[config.mk]
export PLATFORM = sky130hd
export DESIGN_NAME = arch_step_serializer
export DESIGN_NICKNAME = d
export VERILOG_FILES = /design/src/rtl/arch_trace_pkg.sv /design/src/rtl/arch_step_fifo.sv /design/src/rtl/arch_step_serializer.sv
export SDC_FILE = /design/constraint.sdc
export NUM_CORES = 2
export LEC_CHECK = 0
export CORE_ASPECT_RATIO = 1.2
export CORE_MARGIN = 5
export CORE_UTILIZATION = 36
export CTS_CLUSTER_SIZE = 30
export DETAILED_ROUTE_END_ITERATION = 8
export GPL_TIMING_DRIVEN = 0
export MAX_ROUTING_LAYER = met4
export PLACE_DENSITY = 0.54
export SLEW_MARGIN = 20
export SYNTH_ARGS = -nofsm -noshare
export SYNTH_HDL_FRONTEND = slang
export SYNTH_SLANG_ARGS = --single-unit
[constraint.sdc]
create_clock -name clock -period 38.7 [get_ports clock]
set_clock_uncertainty 0.2 [all_clocks]
set_input_delay 7.74 -clock clock [delete_from_list [all_inputs] [get_ports clock]]
set_output_delay 7.74 -clock clock [all_outputs]
set_load 0.1 [all_outputs]
[src/rtl/arch_trace_pkg.sv]
// Shared types and constants for the architectural step trace path.
package arch_trace_pkg;
    localparam int XLEN_DEFAULT = 64;
    localparam int ILEN_DEFAULT = 32;
    localparam int DROP_CNT_W   = 16;

    // One retired instruction as seen on ArchStepBB.
    typedef struct packed {
        logic [XLEN_DEFAULT-1:0] pc;
        logic [ILEN_DEFAULT-1:0] inst;
        logic [XLEN_DEFAULT-1:0] data;
    } arch_step_t;
endpackage

[src/rtl/arch_step_fifo.sv]
// Dual-write, single-read circular buffer of retirement entries.
// When empty, the read port shows write slot 0, so an entry written and
// read in the same cycle passes straight through and is never stored
// as live data.
module arch_step_fifo
    import arch_trace_pkg::*;
#(
    parameter int  DEPTH   = 8,
    parameter type entry_t = arch_step_t,
    localparam int AW      = $clog2(DEPTH),
    localparam int CW      = AW + 1
) (
    input  logic          clock,
    input  logic          reset,
    input  logic [1:0]    wr_cnt,
    input  entry_t        wr_data0,
    input  entry_t        wr_data1,
    input  logic          rd_en,
    output entry_t        rd_data,
    output logic [CW-1:0] count
);
    entry_t        mem [DEPTH];
    logic [AW-1:0] wr_ptr;
    logic [AW-1:0] rd_ptr;

    // Storage: no reset needed, the pointers define which slots are live.
    always_ff @(posedge clock) begin
        if (wr_cnt != 2'd0) mem[wr_ptr] <= wr_data0;
        if (wr_cnt == 2'd2) mem[wr_ptr + AW'(1)] <= wr_data1;
    end

    // Pointers wrap naturally at the power-of-two depth; count spans 0..DEPTH.
    always_ff @(posedge clock) begin
        if (!reset) begin
            wr_ptr <= '0;
            rd_ptr <= '0;
            count  <= '0;
        end else begin
            wr_ptr <= wr_ptr + AW'(wr_cnt);
            rd_ptr <= rd_ptr + AW'(rd_en);
            count  <= count + CW'(wr_cnt) - CW'(rd_en);
        end
    end

    assign rd_data = (count == '0) ? wr_data0 : mem[rd_ptr];
endmodule

[src/rtl/arch_step_serializer.sv]
// Serializes dual-lane commits into a single-lane architectural step trace.
// Lanes are compacted, admitted against the start-of-cycle free space
// (oldest first), and drained one per cycle unless held.
module arch_step_serializer
    import arch_trace_pkg::*;
#(
    parameter int DEPTH = 8,
    parameter int XLEN  = XLEN_DEFAULT,
    parameter int ILEN  = ILEN_DEFAULT
) (
    input  logic                  clock,
    input  logic                  reset,
    input  logic                  c0_valid,
    input  logic [XLEN-1:0]       c0_pc,
    input  logic [ILEN-1:0]       c0_inst,
    input  logic [XLEN-1:0]       c0_data,
    input  logic                  c1_valid,
    input  logic [XLEN-1:0]       c1_pc,
    input  logic [ILEN-1:0]       c1_inst,
    input  logic [XLEN-1:0]       c1_data,
    input  logic                  hold,
    output logic                  in_ready,
    output logic                  step_valid,
    output logic [XLEN-1:0]       step_pc,
    output logic [ILEN-1:0]       step_inst,
    output logic [XLEN-1:0]       step_data,
    output logic                  overflow,
    output logic [DROP_CNT_W-1:0] drop_count,
    output logic [63:0]           step_count
);
    localparam int CW = $clog2(DEPTH) + 1;

    typedef struct packed {
        logic [XLEN-1:0] pc;
        logic [ILEN-1:0] inst;
        logic [XLEN-1:0] data;
    } step_t;

    step_t           ent0, ent1, head, step_q;
    logic [CW-1:0]   count, free;
    logic [1:0]      n_valid, n_acc, n_drop;
    logic            rd_en;
    logic [DROP_CNT_W:0] drop_sum;

    // Compaction: a lone lane-1 commit moves into slot 0; admission is
    // bounded by free space from the registered count, lane 0 first.
    always_comb begin
        ent0     = c0_valid ? step_t'{c0_pc, c0_inst, c0_data}
                            : step_t'{c1_pc, c1_inst, c1_data};
        ent1     = step_t'{c1_pc, c1_inst, c1_data};
        free     = CW'(DEPTH) - count;
        n_valid  = {1'b0, c0_valid} + {1'b0, c1_valid};
        n_acc    = (CW'(n_valid) > free) ? free[1:0] : n_valid;
        n_drop   = n_valid - n_acc;
        rd_en    = !hold && ((count != '0) || (n_acc != 2'd0));
        drop_sum = {1'b0, drop_count} + (DROP_CNT_W+1)'(n_drop);
    end

    arch_step_fifo #(
        .DEPTH   (DEPTH),
        .entry_t (step_t)
    ) u_fifo (
        .clock    (clock),
        .reset    (reset),
        .wr_cnt   (n_acc),
        .wr_data0 (ent0),
        .wr_data1 (ent1),
        .rd_en    (rd_en),
        .rd_data  (head),
        .count    (count)
    );

    assign in_ready = (free >= CW'(2));

    // Output stage and counters: step data holds its last value when idle.
    always_ff @(posedge clock) begin
        if (!reset) begin
            step_valid <= 1'b0;
            step_q     <= '0;
            step_count <= '0;
            overflow   <= 1'b0;
            drop_count <= '0;
        end else begin
            step_valid <= rd_en;
            if (rd_en) begin
                step_q     <= head;
                step_count <= step_count + 64'd1;
            end
            if (n_drop != 2'd0) begin
                overflow   <= 1'b1;
                drop_count <= drop_sum[DROP_CNT_W] ? '1 : drop_sum[DROP_CNT_W-1:0];
            end
        end
    end

    assign step_pc   = step_q.pc;
    assign step_inst = step_q.inst;
    assign step_data = step_q.data;
endmodule

**Word-level counts from Yosys, hierarchy flattened**

Memory sizes are Yosys's and may differ from the RTL's. A register that Yosys moved wholly into a read port is not among the register bits.
Index checks and enable logic that the tools add are counted.

- Add/sub/neg operators: 10
- Order comparisons: 2
- Equality and inequality tests: 1
- Multiplexer cells: 9
- Reductions and logical operators: 7

Operators with widths:

| cell | number |
|---|---|
| $mux W160 | 2 |
| $add A64 B1 Y64 const B | 1 |
| $add A16 B2 Y17 | 1 |
| $mux W16 | 1 |
| $add A4 B2 Y4 | 1 |
| $ge A4 B2 Y1 const B | 1 |
| $gt A2 B4 Y1 | 1 |
| $logic_not A4 Y1 | 1 |
| $mux W1 | 4 |
| $reduce_bool A2 Y1 | 2 |
| $reduce_bool A4 Y1 | 1 |
| $sub A4 B1 Y4 | 1 |
| $sub A4 B4 Y4 const A | 1 |
| $add A3 B1 Y3 | 1 |
| $add A3 B1 Y3 const B | 1 |
| $add A3 B2 Y3 | 1 |
| $mux W3 | 1 |
| $add A1 B1 Y2 | 1 |
| $eq A2 B2 Y1 const B | 1 |
| $mux W2 | 1 |
| $sub A2 B2 Y2 | 1 |
| $logic_and A1 B1 Y1 | 1 |
| $logic_not A1 Y1 | 1 |
| $logic_or A1 B1 Y1 | 1 |

- Flip-flop bits (word level): 252
- RAM bits: 1280
- Word-level logic and storage cells: 40
- Memories: 1

Memories:

| memory | depth | width | rd ports | clocked after Yosys merged registers in | write ports | line | source |
|---|---|---|---|---|---|---|---|
| u_fifo.mem | 8 | 160 | 1 | 1 | 2 | arch_step_fifo.sv:22 | `entry_t mem [DEPTH];` |

**Logic depth before layout (Yosys ltp)**

- Depth after elaboration: 8
- Mapped depth: 18

**Modules after synthesis**

A second synthesis with hierarchy kept.

- Cells, all modules: 5835
- Area, all modules: 77574.4 µm²

Modules (own cells, without submodules):

| module | instances | cells an instance | area an instance (µm²) |
|---|---|---|---|
| arch_step_fifo | 1 | 4401 | 65821.9 |
| arch_step_serializer | 1 | 1434 | 11752.5 |

**Least setup slack after synthesis**

OpenSTA, ideal clock, no wires.

- Path kind: in2reg
- Start point: in c0_valid
- End point: mem u_fifo.mem[0][0] in the netlist's numbering, enable pin
- Library setup time: 0.913 ns
- Arrival time: 20.545 ns
- Data required time: 37.587 ns
- Setup slack: 17.042 ns
- Stages on the path: 6
- Buffers on the path: 0
- Path through: ha_1 -> nand2b_1 -> o31a_1 -> a2bb2oi_1 -> or2_2 -> o31ai_1

RTL lines:

| what | line | source |
|---|---|---|
| from (decl) | arch_step_serializer.sv:13 | `input logic c0_valid,` |
| to (decl) | arch_step_fifo.sv:22 |  |

==> impl_metrics.toml <==
[status]
outcome = "completed"

[clock_tree]
clk_latency_ns = 0.84
cts_buffers = 166
cts_sinks = 1532
clock-root-buffer = "clkbuf_16"
tritoncts = "built"
cts-resized-gates = 0
cts_hold_buf = 0
clkTransAtPathRegs_ns = 0.06
post-cts-setup-buffers = 0
cts.path.max_buffers = 3
cts_htree_levels = 4

[final_layout]
fillCellCount = 18999
drive_gt1_share_pct = 18.1
area.growth.synth_to_final_pct = 21.3
fin_nets = 7043

[logic_synthesis]
async_flop_share_pct = 0
syn_nets = 6347
ys_warn_count = 0
yosys-top-cells-area = "edfxtp_1, mux4_2, a21oi_1, dfxtp_1, mux2i_1"
avgSynthCellArea_sq_um = 12.4
ys.flop_type = "edfxtp_1"
syn_area_sq_um = 74300
yosysUniqueCellTypes = 59
synth_edf_count = 1280
synth_most_common_cell = "edfxtp_1"
syn_inst = 6004
ys_seq_elements = 1532
synth_top_area_share_pct = 51.7
yosys.area.top_type = "edfxtp_1"
yosysSeqAreaShare_pct = 58.5
synth_common_cells = "edfxtp_1, a21oi_1, nor2_1"

[worst_setup_path]
critPathSlowestCell = "o211ai_1"
required_ns = 39.07
r2r_cells = 17
critPathBufInv = 9
startpoint = "c0_valid"
cp_max_fo = 19
cp_top_family = "buffers and inverters"
cp_data_arrival_time_ns = 12.63
criticalPathCategory = "input pin to register"
crit_end = "u_fifo.mem[3][124]"
critPathLaunchType = "input pin"
max_stage_delay_ns = 0.90
crit_cells = 14
rr_startpoint = "u_fifo.count[1]"
rrSetupSlack_ns = 32.83
worstPathCellList = "clkdlybuf4s50_1, ha_1, nand2b_1, o211a_1, clkbuf_1, o211ai_1, clkbuf_2, buf_2, o21ai_4, buf_16, buf_16, buf_16, buf_16, buf_16"
reg2reg_to = "u_fifo.mem[3][124]"
cp-end-kind = "register"
crit_top_cell = "buf_16"

[drt]
vias = 55352
drtIter0Drc = 6563
detail-route-antenna-nets = 0
wl_per_cell_um = 29.9
remaining_drc_errors = 0
viasPerCell = 5.74
first_pass_iters = 6
routed_wl_um = 288000

[timing]
relSlewSlack_pct = 22.3
period_minus_slack_ns = 12.26
fmax_mhz = 81.6
worst_slew_pin_slew_ns = 1.16
hold_slack_ns = 0.285
finalHoldViolCount = 0
post-route-period-util_pct = 31.7
setup_tns_ns = 0
maxSlewViolCount = 0
setup_viol = 0
rsz0062_at_grt = "no"

[floorplanning]
rows = 182
die_x_um = 425
die_area_sq_um = 216000
die_height_um = 508
core_sq_um = 205000
initial_core_util_pct = 36.2
io_pins = 568

[flow_run]
maxCapViolations = 0

[power]
irDropWorstVdd_mv = 0.0504
cellLeakagePower_nw = 31.8
power_density_nw_per_um2 = 67.8

[hold_path]
hold_path_depth = 2
min_path_type = "register to register"

[placement]
dpl.hpwl_um = 199000
port_buffers = 406
gp_congestion = 0.859

[global_routing]
antenna_found_initial = 60
globalRouteOverflowTotal = 0
grt_use_total_pct = 26.7
grt_max_degree = 20
grt_pass1_wl_um = 404000
grt_pass1_vias = 54980
## metrics by stage
step                      total power [W]  setup slack (ns)  utilization (%)  area (sq um)  instances
after global placement            0.00467             0.146             39.9         81800       9170
final                             0.00611             26.44             43.9         90100       9643
after CTS                         0.00613             26.48             43.9         90000       9602
after global routing              0.00631             26.34             43.9         90100       9634
after detailed placement          0.00452             25.59             41.2         84600       9292
after floorplan                   0.00379             17.04                -         74300       6004
## sequential cells by signal (all words and copies together), names as in the netlist, 3 cells and up
name and flops:
u_fifo.wr_ptr 3, step_count 64, step_pc 64, step_inst 32, u_fifo.count 4, u_fifo.rd_ptr 3
drop_count 16, u_fifo.mem 1280, step_data 64
## worst min-delay path, delay by kind of cell, from the launching register on
family | cells | cell delay (ns)
compound gates | 1 | 0.05
buf+inv | 1 | 0.06
flops | 1 | 0.33
## how the worst min path moves through the flow
| stage | startpoint | endpoint |
|---|---|---|
| after floorplan | u_fifo.rd_ptr[1] | u_fifo.rd_ptr[1] |
| after global placement | step_count[27] | step_count[27] |
| after detailed placement | drop_count[8] | drop_count[8] |
| after CTS | drop_count[8] | drop_count[8] |
| after global routing | drop_count[8] | drop_count[8] |
| final | drop_count[8] | drop_count[8] |
## layout by cell type (no fill, tap or decap), drive strengths merged, types with 3 or more instances in the layout
| master | n |
|---|---|
| o21a | 4 |
| o211ai | 5 |
| xor2 | 8 |
| a21oi | 1172 |
| nor3b | 4 |
| nor4 | 3 |
| mux2i | 485 |
| nor2 | 1000 |
| ha | 15 |
| mux2 | 160 |
| bufinv | 9 |
| mux4 | 320 |
| nand3 | 29 |
| or2 | 4 |
| diode | 41 |
| dfxtp | 252 |
| or3 | 30 |
| clkdlybuf4s50 | 391 |
| and2 | 20 |
| nand2 | 50 |
| or4 | 9 |
| o21ai | 47 |
| and3 | 13 |
| clkinv | 42 |
| and4 | 9 |
| edfxtp | 1280 |
| nand4b | 4 |
| inv | 199 |
| a311oi | 7 |
| nand4 | 29 |
| buf | 493 |
| fa | 3 |
| o221ai | 160 |
| clkbuf | 506 |
| nand2b | 13 |
| o31ai | 13 |
| xnor2 | 22 |
| nor3 | 10 |
## area by class of cell
| cell class | instances | area, sq um | area share, % |
|---|---|---|---|
| well taps | 2760 | 3450 | 3.83 |
| clock buffers | 250 | 4760 | 5.29 |
| plain buffers | 612 | 2840 | 3.15 |
| repair buffers | 528 | 6630 | 7.36 |
| inverters | 192 | 721 | 0.800 |
| diodes | 41 | 103 | 0.114 |
| multi-input cells | 3668 | 27500 | 30.5 |
| flip-flops and latches | 1532 | 43500 | 48.2 |
| clock inverters | 60 | 666 | 0.739 |
## cells by family after synthesis
kind of cell | count (synthesis) | share of synthesized area [%]
flip-flops | 1532 | 58.5
AO/OA/AOI/OAI | 1424 | 10.6
AND/OR/NAND/NOR | 1230 | 6.86
multiplexers | 965 | 18.7
buffers and inverters | 804 | 4.69
XOR/XNOR | 30 | 0.354
adder cells (fa/ha/maj) | 19 | 0.347
## layer usage
metal / vias to the layer above / global-route usage [%] / wire length (um)
met5: - / - / 0
met2: 2968 / 42.2 / 136000
met4: 0 / 11.5 / 14000
met1: 27895 / 33.5 / 112000
met3: 546 / 5.35 / 26200
li1: 23943 / - / -
## power breakdown
| group | internal, W | switching (W) | total [W] |
|---|---|---|---|
| clock | 0.000916 | 0.000706 | 0.00162 |
| combinational | 0.000750 | 0.00141 | 0.00216 |
| sequential | 0.00221 | 0.000116 | 0.00233 |
| total | 0.00388 | 0.00223 | 0.00611 |
Note: power is estimated with default switching activity, not from simulation.
